File: src/rtl/pipeline_ctrl.sv
// Pipeline sequencer for the five-stage MIPS core: latch enables/flushes,
// run/step/halt execution modes, load-use hazard stall and debug counters.
module pipeline_ctrl #(
   parameter int W  = 5,
   parameter int CW = 32
) (
   input  logic          clk,
   input  logic          reset,
   input  logic          start,
   input  logic          mode,
   input  logic          step,
   input  logic          halt_wb,
   input  logic          id_ex_mem_read,
   input  logic [W-1:0]  id_ex_rt,
   input  logic [W-1:0]  if_id_rs,
   input  logic [W-1:0]  if_id_rt,
   input  logic          branch_taken,
   output logic          pc_ena,
   output logic          if_id_ena,
   output logic          if_id_flush,
   output logic          id_ex_ena,
   output logic          id_ex_flush,
   output logic          ex_mem_ena,
   output logic          mem_wb_ena,
   output logic [1:0]    state,
   output logic [CW-1:0] cycle_count,
   output logic [CW-1:0] stall_count
);

   localparam logic [1:0] IDLE   = 2'b00;
   localparam logic [1:0] RUN    = 2'b01;
   localparam logic [1:0] STEP   = 2'b10;
   localparam logic [1:0] HALTED = 2'b11;

   logic step_q;
   logic step_rise;
   logic advance;
   logic hazard;

   always_comb begin
      step_rise = step & ~step_q;
      advance   = (state == RUN) | ((state == STEP) & step_rise);
      hazard    = id_ex_mem_read & (id_ex_rt != '0) &
                  ((id_ex_rt == if_id_rs) | (id_ex_rt == if_id_rt));
   end

   // Hazard wins over branch: the stalled branch is re-evaluated on the next advance.
   assign ex_mem_ena  = advance;
   assign mem_wb_ena  = advance;
   assign id_ex_ena   = advance;
   assign pc_ena      = advance & ~hazard;
   assign if_id_ena   = advance & ~hazard;
   assign id_ex_flush = advance & hazard;
   assign if_id_flush = advance & ~hazard & branch_taken;

   always_ff @(posedge clk) begin
      if (reset) begin
         state       <= IDLE;
         step_q      <= 1'b0;
         cycle_count <= '0;
         stall_count <= '0;
      end else begin
         step_q <= step;
         case (state)
            IDLE: begin
               if (start) begin
                  state       <= mode ? STEP : RUN;
                  cycle_count <= '0;
                  stall_count <= '0;
               end
            end
            RUN, STEP: begin
               if (advance) begin
                  if (cycle_count != '1)
                     cycle_count <= cycle_count + CW'(1);
                  if (hazard && (stall_count != '1))
                     stall_count <= stall_count + CW'(1);
                  if (halt_wb)
                     state <= HALTED;
               end
            end
            default: begin
            end
         endcase
      end
   end

endmodule

File: config.mk
export PLATFORM = sky130hd
export DESIGN_NAME = pipeline_ctrl
export DESIGN_NICKNAME = d
export VERILOG_FILES = /design/src/rtl/pipeline_ctrl.sv
export SDC_FILE = /design/constraint.sdc
export NUM_CORES = 1
export LEC_CHECK = 0
export ABC_AREA = 1
export CAP_MARGIN = 0
export CORE_MARGIN = 3
export CORE_UTILIZATION = 50
export DETAILED_ROUTE_END_ITERATION = 16
export DONT_BUFFER_PORTS = 1
export GPL_ROUTABILITY_DRIVEN = 1
export PLACE_DENSITY_LB_ADDON = 0.05
export SYNTH_ARGS = -nofsm -noshare
export SYNTH_HDL_FRONTEND = slang
export SYNTH_SLANG_ARGS = --single-unit
File: constraint.sdc
create_clock -name clk -period 1.9 [get_ports clk]
set_clock_uncertainty 0.2 [all_clocks]
set_input_delay 0.38 -clock clk [delete_from_list [all_inputs] [get_ports clk]]
set_output_delay 0.38 -clock clk [all_outputs]
set_load 0.05 [all_outputs]
==> results by group <==
Setup path
  – Critical path type: flip-flop to output port
  – Startpoint Class: flip-flop
  – WP data required: between 1 and 1.5 ns
  – Max FO, Critical Path: 3
  – Worst Path Arrival: 1.53 ns
  – Slowest stage delay, CP: 0.37 ns
  – Worst-path cell with the longest stage delay: buf_4
  – CP endpoint kind: output port
  – CP cell instances: inv_4, ha_4, nand2_4, nand2_8, buf_6, buf_4

STA
  – Final slew viol count: 0
  – Slew margin rel.: slightly above 70%
  – Actual slew at the worst max-slew pin: between 0.4 and 0.5 ns
  – Final worst path period share: 111%
  – Final min period: between 2 and 2.5 ns
  – Final worst setup slack: -0.213 ns
  – RSZ-0062 raised after global routing: yes
  – Setup-failing EPs final: 67
  – Max Clock Freq: 473 MHz
  – Hold Violations, Final: 1
  – Setup TNS: -4.60 ns
  – Worst hold slack: -0.0165 ns

Detailed routing
  – Pre-antenna DRT Iters: 5
  – Starting DRT DRC Count: 299
  – Vias: 6069
  – # DRC: 0
  – Routed wire length per instance: 17.4 µm
  – Drt via density: 5.68
  – Number of routed nets with antenna violations: 0
  – Drt total wl: 18.6 mm

Synthesis
  – Area share of the largest cell type after synthesis: 28.5%
  – Avg Cell Area, Syn: ~5.8 µm²
  – Sequential fraction of the synthesis area: 28.5%
  – Commonest cells post-synth: nand2_1, nor2_1, nand3_1
  – Top-count cell post-synth: nand2_1
  – Leading area contributor after synthesis: dfxtp_1
  – Post-synthesis register bit count: 67
  – Primary FF master, synth: dfxtp_1
  – Asr flop ratio synth: 0%
  – Distinct cells, synth: 34
  – Ys Warns: 0
  – Post-synth EDFFs: 0
  – Syn Nets: 845
  – Largest cells by area after synthesis: dfxtp_1, nand2_1, nor2_1
  – Netlist Area Pre-Place: 0.00471 mm²
  – Cells after Synth: 817

Clock network
  – CTS sink cnt: 67
  – CTS tree: done
  – Worst skew pair latency: 0.36 ns
  – CTS Root Buffer Type: clkbuf_8
  – Clock-pin slew on the worst setup and hold paths: 0.07 ns
  – Clock tree buffer depth: 2
  – Max H-tree Level: 3
  – TritonCTS buffer count: 9

Global route
  – Total gr overflow: 0
  – Vias in the first global route: 5421
  – Largest net degree at the start of global routing: 32
  – All-Layer GR Usage: 29.6%
  – Initial antenna violation count: 0
  – First-pass GRT wire length: 24.9 mm

Hold path
  – Worst min path class: input pin to flip-flop

Floorplanning
  – Boundary pin count: 96
  – Initial Util: between 50% and 60%
  – Core area: 0.00893 mm²
  – Cell Rows: 34
  – Die height: around 100 µm
  – Die W: around 100 µm
  – Die footprint: approximately 0.011 mm²

Placement
  – Final HPWL DP: ~12 mm
  – Buffers added on ports: 0
  – GP Congestion: ~0.94

Status
  – Status: finished with violations
  – Failing checks: hold timing, setup timing

Power and ir drop
  – Psw: 4340 µW
  – Clock share of power: 14.3%
  – Power Internal: 4490 µW
  – Leak pwr: between 0.002 and 0.003 µW
  – Net Sw Frac: 49.2%
  – Peak supply drop: between 700 and 800 µV
  – Pwr/cell area: about 1200 mW/mm²
  – Logic pwr share: between 60 and 70%
  – Flop pwr share: 19.3%

Layout
  – Final core utilization: 84.7%
  – Area delta synth->final: 60.6%
  – Layout cells sized above 1: 43.6%
  – Layout net count: 984
  – Ant. Diodes: 0
  – Filler Cell Count: 554

Run
  – Max-cap viol count: 0
## path summary, 6_finish.rpt
check                   from              end  slack (ns)  cells after the start
max                 state[0]       mem_wb_ena       -0.21                      6
min                     mode         state[1]       -0.02                      2
max reg2reg   cycle_count[9]  cycle_count[28]       -0.12                     12
min reg2reg  stall_count[22]  stall_count[22]        0.30                      2
## sequential cells by signal (all words and copies together), names as in the netlist
name         cells
state            2
cycle_count     32
step_q           1
stall_count     32
## area by class of cell
| class | instances | area (µm²) | area share (%) |
|---|---|---|---|
| repair buffers | 152 | 1470 | 19.5 |
| repair inverters | 3 | 47.5 | 0.628 |
| inverters | 93 | 415 | 5.49 |
| clock inverters | 5 | 52.6 | 0.694 |
| well taps | 108 | 135 | 1.79 |
| flip-flops and latches | 67 | 1440 | 19.0 |
| multi-input cells | 630 | 3860 | 51.1 |
| clock buffers | 11 | 141 | 1.87 |
## power by group through the flow
stage	logic (µW)	clock network (µW)	registers [µW]
2_1_floorplan	2420	0	2110
3_3_place_gp	3590	0	1710
3_5_place_dp	3670	0	1710
4_1_cts	4090	1240	1680
5_1_grt	6100	1310	1720
6_report	5870	1260	1700
## per-layer routing
layer | up-vias | global-route usage, % | part of all wire, %
met1 | 2795 | 32.9 | 36
met2 | 299 | 54.7 | 52
met5 | - | 0 | 0
met4 | 0 | 13.4 | 5.2
li1 | 2892 | - | -
met3 | 83 | 5.01 | 7.2
## layout by cell type, fill, tap and decap left out, types with 4 or more instances in the layout
| cell | instances |
|---|---|
| nand2_1 | 213 |
| buf_4 | 122 |
| nor2_1 | 109 |
| inv_1 | 79 |
| nand3_1 | 50 |
| dfxtp_2 | 42 |
| a21oi_2 | 36 |
| nand3_2 | 29 |
| nand2_2 | 21 |
| nor2_2 | 20 |
| a21oi_1 | 17 |
| nand2_4 | 16 |
| nor3_1 | 15 |
| nand4_1 | 14 |
| nand3_4 | 14 |
| dfxtp_1 | 13 |
| nor2_4 | 12 |
| dfxtp_4 | 12 |
| buf_12 | 11 |
| xnor2_1 | 10 |
| clkbuf_8 | 10 |
| buf_6 | 9 |
| nand2_8 | 8 |
| o21ai_0 | 7 |
| o21ai_1 | 6 |
| nor3_2 | 6 |
| clkbuf_16 | 6 |
| a21oi_4 | 5 |
| inv_2 | 4 |
| o21ai_2 | 4 |
| ha_4 | 4 |
## metrics by stage
step                      worst slack, ns  power (µW)  cells  instance area (µm²)  hold slack [ns]
after floorplan                    -0.126        4540    817                 5140            0.305
after global placement            -0.0798        5300   1026                 6130            0.250
after detailed placement           -0.155        5380   1026                 6130            0.253
after CTS                          -0.196        7010   1046                 6540          0.00468
after global routing               -0.242        9120   1069                 7570          0.00678
final                              -0.213        8830   1069                 7570          -0.0165
## kinds of logic after synthesis
kind of cell / synth area share [%]
AOI/OAI and AO/OA: 8.90
xor gates and xnor gates: 2.23
adders and majority gates: 1.33
buffers and inverters: 11.2
DFF: 28.5
muxes: 0.239
and+or+nand+nor: 47.6
## worst max-delay path, delay by kind of cell (launching register included)
kind          cells  cell delay (ns)
simple gates      2             0.14
flops             1             0.36
fa+ha+maj         1             0.14
buf+inv           3             0.53
## timing repair
item | in CTS | in global routing
pin swaps | 15 | 54
endpoints found under the hold margin | 28 | 0
hold buffers | 1 | 0
cloned | 1 | 13
buffers inserted | 2 | 11
resized for setup | 35 | 174
setup endpoints to repair | 51 | 71
(Power assumes the default switching activity.)
